--- src/rtl/axil_rd_watchdog.sv ---
// AXI-lite read-path timeout guard: forwards one read at a time, answers SLVERR on timeout and drains the late slave response.
// Define AXIL_RD_WATCHDOG_STATS_EN to build the saturating timeout_count; otherwise it is tied to zero.
module axil_rd_watchdog #(
  parameter int          DATA_WIDTH        = 32,
  parameter int          ADDR_WIDTH        = 32,
  parameter int          FUNCTION_ID_WIDTH = 8,
  parameter int          TIMEOUT           = 1024,
  parameter logic [31:0] TIMEOUT_DATA      = 32'hDEADBEEF
) (
  input  logic                         clk,
  input  logic                         rst,
  input  logic [ADDR_WIDTH-1:0]        s_axil_araddr,
  input  logic [FUNCTION_ID_WIDTH-1:0] s_axil_aruser,
  input  logic [2:0]                   s_axil_arprot,
  input  logic                         s_axil_arvalid,
  output logic                         s_axil_arready,
  output logic [DATA_WIDTH-1:0]        s_axil_rdata,
  output logic [1:0]                   s_axil_rresp,
  output logic                         s_axil_rvalid,
  input  logic                         s_axil_rready,
  output logic [ADDR_WIDTH-1:0]        m_axil_araddr,
  output logic [FUNCTION_ID_WIDTH-1:0] m_axil_aruser,
  output logic [2:0]                   m_axil_arprot,
  output logic                         m_axil_arvalid,
  input  logic                         m_axil_arready,
  input  logic [DATA_WIDTH-1:0]        m_axil_rdata,
  input  logic [1:0]                   m_axil_rresp,
  input  logic                         m_axil_rvalid,
  output logic                         m_axil_rready,
  output logic                         timeout_event,
  output logic [FUNCTION_ID_WIDTH-1:0] timeout_fid,
  output logic [31:0]                  timeout_count
);

  localparam logic [2:0] ST_IDLE   = 3'd0;
  localparam logic [2:0] ST_ADDR   = 3'd1;
  localparam logic [2:0] ST_WAIT_R = 3'd2;
  localparam logic [2:0] ST_RESP   = 3'd3;
  localparam logic [2:0] ST_DRAIN  = 3'd4;

  localparam int                    CNT_W     = $clog2(TIMEOUT + 1);
  localparam logic [CNT_W-1:0]      CNT_LAST  = CNT_W'(TIMEOUT - 1);
  localparam logic [CNT_W-1:0]      CNT_ONE   = CNT_W'(1);
  localparam int                    FILL_W    = (DATA_WIDTH > 32) ? DATA_WIDTH : 32;
  localparam logic [FILL_W-1:0]     FILL_EXT  = FILL_W'(TIMEOUT_DATA);
  localparam logic [DATA_WIDTH-1:0] FILL_DATA = FILL_EXT[DATA_WIDTH-1:0];
  localparam logic [1:0]            RESP_SLVERR = 2'b10;

  logic [2:0]                   state;
  logic                         ar_pend;
  logic                         r_pend;
  logic [CNT_W-1:0]             cnt;
  logic [ADDR_WIDTH-1:0]        araddr_q;
  logic [FUNCTION_ID_WIDTH-1:0] aruser_q;
  logic [2:0]                   arprot_q;
  logic [DATA_WIDTH-1:0]        rdata_q;
  logic [1:0]                   rresp_q;
  logic                         tmo_event_q;
  logic [FUNCTION_ID_WIDTH-1:0] tmo_fid_q;

  logic s_ar_hs, m_ar_hs, m_r_hs, r_done, tmo_fire, ar_pend_nxt, r_pend_nxt, timing;

  // The flags alone drive the downstream handshakes, so the background drain
  // after a timeout follows the same rules as the normal path.
  assign m_axil_arvalid = ar_pend;
  assign m_axil_rready  = r_pend & ~ar_pend;
  assign s_axil_arready = (state == ST_IDLE);
  assign s_axil_rvalid  = (state == ST_RESP);

  assign s_ar_hs     = s_axil_arvalid & s_axil_arready;
  assign m_ar_hs     = ar_pend & m_axil_arready;
  assign m_r_hs      = m_axil_rready & m_axil_rvalid;
  assign timing      = (state == ST_ADDR) | (state == ST_WAIT_R);
  assign r_done      = (state == ST_WAIT_R) & m_r_hs;
  assign tmo_fire    = timing & (cnt == CNT_LAST) & ~r_done;
  assign ar_pend_nxt = ar_pend & ~m_ar_hs;
  assign r_pend_nxt  = r_pend & ~m_r_hs;

  assign m_axil_araddr = araddr_q;
  assign m_axil_aruser = aruser_q;
  assign m_axil_arprot = arprot_q;
  assign s_axil_rdata  = rdata_q;
  assign s_axil_rresp  = rresp_q;
  assign timeout_event = tmo_event_q;
  assign timeout_fid   = tmo_fid_q;

  always_ff @(posedge clk) begin
    if (rst) begin
      state       <= ST_IDLE;
      ar_pend     <= 1'b0;
      r_pend      <= 1'b0;
      cnt         <= '0;
      araddr_q    <= '0;
      aruser_q    <= '0;
      arprot_q    <= '0;
      rdata_q     <= '0;
      rresp_q     <= '0;
      tmo_event_q <= 1'b0;
      tmo_fid_q   <= '0;
    end else begin
      tmo_event_q <= tmo_fire;
      ar_pend     <= s_ar_hs | ar_pend_nxt;
      r_pend      <= s_ar_hs | r_pend_nxt;
      case (state)
        ST_IDLE: begin
          if (s_ar_hs) begin
            araddr_q <= s_axil_araddr;
            aruser_q <= s_axil_aruser;
            arprot_q <= s_axil_arprot;
            cnt      <= '0;
            state    <= ST_ADDR;
          end
        end
        ST_ADDR, ST_WAIT_R: begin
          cnt <= cnt + CNT_ONE;
          // A real response in the last counted cycle beats the timeout.
          if (r_done) begin
            rdata_q <= m_axil_rdata;
            rresp_q <= m_axil_rresp;
            state   <= ST_RESP;
          end else if (tmo_fire) begin
            rdata_q   <= FILL_DATA;
            rresp_q   <= RESP_SLVERR;
            tmo_fid_q <= aruser_q;
            state     <= ST_RESP;
          end else if (m_ar_hs) begin
            state <= ST_WAIT_R;
          end
        end
        ST_RESP: begin
          if (s_axil_rready) begin
            state <= (ar_pend_nxt | r_pend_nxt) ? ST_DRAIN : ST_IDLE;
          end
        end
        ST_DRAIN: begin
          if (!ar_pend_nxt && !r_pend_nxt) begin
            state <= ST_IDLE;
          end
        end
        default: state <= ST_IDLE;
      endcase
    end
  end

`ifdef AXIL_RD_WATCHDOG_STATS_EN
  logic [31:0] tmo_cnt_q;

  function automatic logic [31:0] sat_inc(input logic [31:0] v);
    return (v == 32'hFFFF_FFFF) ? v : v + 32'd1;
  endfunction

  always_ff @(posedge clk) begin
    if (rst) begin
      tmo_cnt_q <= '0;
    end else if (tmo_fire) begin
      tmo_cnt_q <= sat_inc(tmo_cnt_q);
    end
  end

  assign timeout_count = tmo_cnt_q;
`else
  assign timeout_count = 32'd0;
`endif

endmodule

--- config.mk ---
export PLATFORM = sky130hd
export DESIGN_NAME = axil_rd_watchdog
export DESIGN_NICKNAME = d
export VERILOG_FILES = /design/src/rtl/axil_rd_watchdog.sv
export SDC_FILE = /design/constraint.sdc
export NUM_CORES = 1
export LEC_CHECK = 0
export ABC_AREA = 0
export BUFFER_PORTS_ARGS = -buffer_cell sky130_fd_sc_hd__buf_2
export CORE_AREA = 2 2 98 100
export CTS_BUF_LIST = sky130_fd_sc_hd__clkbuf_16
export CTS_CLUSTER_DIAMETER = 150
export DETAILED_ROUTE_END_ITERATION = 8
export DIE_AREA = 0 0 100 102
export HOLD_SLACK_MARGIN = 0.08
export PLACE_DENSITY = 0.79
export SETUP_SLACK_MARGIN = 0.15
export SLEW_MARGIN = 10
export SYNTH_ARGS = -nofsm -noshare
export SYNTH_HDL_FRONTEND = slang
export SYNTH_SLANG_ARGS = --single-unit
--- constraint.sdc ---
create_clock -name clk -period 2 [get_ports clk]
set_input_delay 0.1 -clock clk [delete_from_list [all_inputs] [get_ports clk]]
set_output_delay 0.1 -clock clk [all_outputs]
set_load 0.02 [all_outputs]
==> results.yml <==
detailed_routing:
  dr.pass1.iters: 7
  vias: 4216
  ant_nets: 0
  viasPerCell: 4.99
  routed_wl_mm: 11.7
  drc: 0
  initialDrtViolationCount: 237
  wl_per_cell_um: 13.9
finish:
  areaGrowthSynthToFinish_pct: 47.5
  final_nets: 814
  fin_util: 0.671
  antennaDiodeCount: 0
  nFillCells: 685
  drive_gt1_frac: 0.308
  final_area_um2: 6110
floorplanning:
  die-area_um2: 10200
  core_um2: 9110
  fp-row-count: 35
  die_w_um: 100
  chipHeight_um: 102
  initial_core_util: 0.455
  ios: 205
placement:
  port-buffer-count: 172
  place_area_um2: 4970
  dp_hpwl_mm: 6.98
  globalplace.congestion: 0.783
global_routing:
  grt_pass1_vias: 4022
  grt_pass1_wl_mm: 18.4
  grt_usage: 0.224
  grt_max_degree: 44
  overflow: 0
  antenna_found_initial: 0
setup_path:
  startpoint_type: "flip-flop"
  cp_num_buf_inv: 0
  crit_fanout: 10
  path_cells: "or4_1 -> o41ai_1 -> a41oi_1 -> or3b_1 -> o21ai_0"
  cp_slowest_stage_delay_ns: 0.55
  cp_top_family: "simple AND/OR/NAND/NOR gates"
  worstPathRequired_ns: 2.25
  crit_type: "flip-flop to flip-flop"
  crit_path_top_delay_cell: "or4_1"
  endpoint_kind: "flip-flop"
  arrival_ns: 1.99
pwr:
  p_per_area_nw_per_um2: 981
  p_leak_nw: 2.85
  ir_drop_mv: 0.569
yosys:
  yosys.cell_count.top_type: "dfxtp_1"
  synthTopCellsByArea: "dfxtp_1 49%, nand2_1 8.5%, nor2_1 7.3%"
  synth_cells: 494
  synth_common_cells: "102 x dfxtp_1, 94 x nand2_1, 81 x nor2_1, 52 x a21oi_1, 34 x buf_4"
  ys_types: 46
  netlist_area_um2: 4140
  synth_seq_cells: 102
  syn_avg_cell_area_um2: 8.38
  synth_edf_count: 0
  yosysTopAreaCellShare: 0.493
  ys_warn_count: 0
  synth_flop_cell: "dfxtp_1"
  async_reset_ff_frac: 0
  synth-seq-area-share: 0.493
  yosysTopAreaCell: "dfxtp_1"
cts:
  clock-sinks: 102
  insertion_delay_ns: 0.33
  cts.clk_slew.worst_paths_ns: 0.06
  cts_max_level: 3
  cts_tree: "yes"
  root_buffer: "clkbuf_16"
  cts_buffer_depth: 2
  numCtsBuffers: 9
sta:
  relSlewSlack: 0.652
  hold_ws_ns: 0.181
  final.min_clock_period_ns: 1.74
  rsz0062_at_grt: "yes"
  final_max_slew_viol_count: 0
  timing.fmax_mhz: 575
  hold_violations: 0
  fin_tns_setup_ns: 0
  skew_ns: 0.00974
  period_share: 0.869
  tightest_slew_ns: 0.522
  setup_viol: 0
worst_hold_path:
  hp-class: "primary input to flip-flop"
outcome:
  status: "finished clean"
job:
  drv_cap: 0
==> layout make-up <==
class	count	area, um2	area share
well taps	111	139	0.0227
multi-input cells	355	1830	0.299
repair buffers	259	1750	0.287
clock inverters	6	110	0.0180
inverters	3	11.3	0.00184
flip-flops and latches	102	2040	0.334
clock buffers	9	225	0.0369
==> timing repair <==
action                     in CTS  in global routing
hold endpoints to repair       78                  0
setup endpoints to repair       0                 43
gates resized for setup         0                  6
buffers inserted                0                  0
hold buffers                   78                  0
==> layout by cell type, fill, tap and decap left out, types with 9 or more instances in the layout <==
cell and count:
nand2_1 94, nor3_2 22, clkbuf_16 9, a21oi_1 52, nor2_1 81, dlygate4sd3_1 78
buf_2 171, a22oi_1 10, dfxtp_1 101, conb_1 32
==> sequential cells by signal (all words and copies together) (netlist names) <==
| register | count |
|---|---|
| m_axil_arprot | 3 |
| r_pend | 1 |
| m_axil_aruser | 8 |
| m_axil_arvalid | 1 |
| s_axil_rdata | 32 |
| cnt | 11 |
| state | 3 |
| m_axil_araddr | 32 |
| timeout_event | 1 |
| timeout_fid | 8 |
| s_axil_rresp | 2 |
==> where the power goes <==
part	switching (W)	total [W]	internal (W)
sequential	0.000160	0.00241	0.00225
combinational	0.00104	0.00163	0.000596
clock	0.000730	0.00195	0.00122
==> layer usage <==
| metal | vias up | global-route usage | wire [um] |
|---|---|---|---|
| met1 | 1960 | 0.260 | 4810 |
| met4 | 0 | 0.0759 | 112 |
| met2 | 205 | 0.406 | 5810 |
| li1 | 2040 | - | - |
| met3 | 11 | 0.0540 | 1010 |
| met5 | - | 0 | 0 |
==> final timing paths <==
| kind | from | endpoint | slack [ns] | depth (start not counted) |
|---|---|---|---|---|
| min | rst | cnt[10] | 0.18 | 2 |
| min reg2reg | m_axil_araddr[26] | m_axil_araddr[26] | 0.46 | 2 |
| max | state[2] | state[2] | 0.26 | 5 |
| max reg2reg | state[2] | state[2] | 0.26 | 5 |
==> through the flow <==
step                      power (W)  instances  worst slack [ns]
final                       0.00599        845             0.262
after global routing        0.00631        845             0.134
after CTS                   0.00599        845             0.211
after detailed placement    0.00391        752             0.242
after global placement      0.00386        752             0.323
after floorplan             0.00348        525             0.279
==> cell families after synthesis <==
family / count (synthesis) / synth area share
xor gates and xnor gates: 1 / 0.00212
buffers and inverters: 68 / 0.0985
DFF: 102 / 0.493
adders and majority gates: 1 / 0.00302
AOI/OAI and AO/OA: 79 / 0.115
muxes: 9 / 0.0221
and+or+nand+nor: 233 / 0.265
other: 1 / 0.000906
Note: power is estimated with default switching activity, not from simulation.
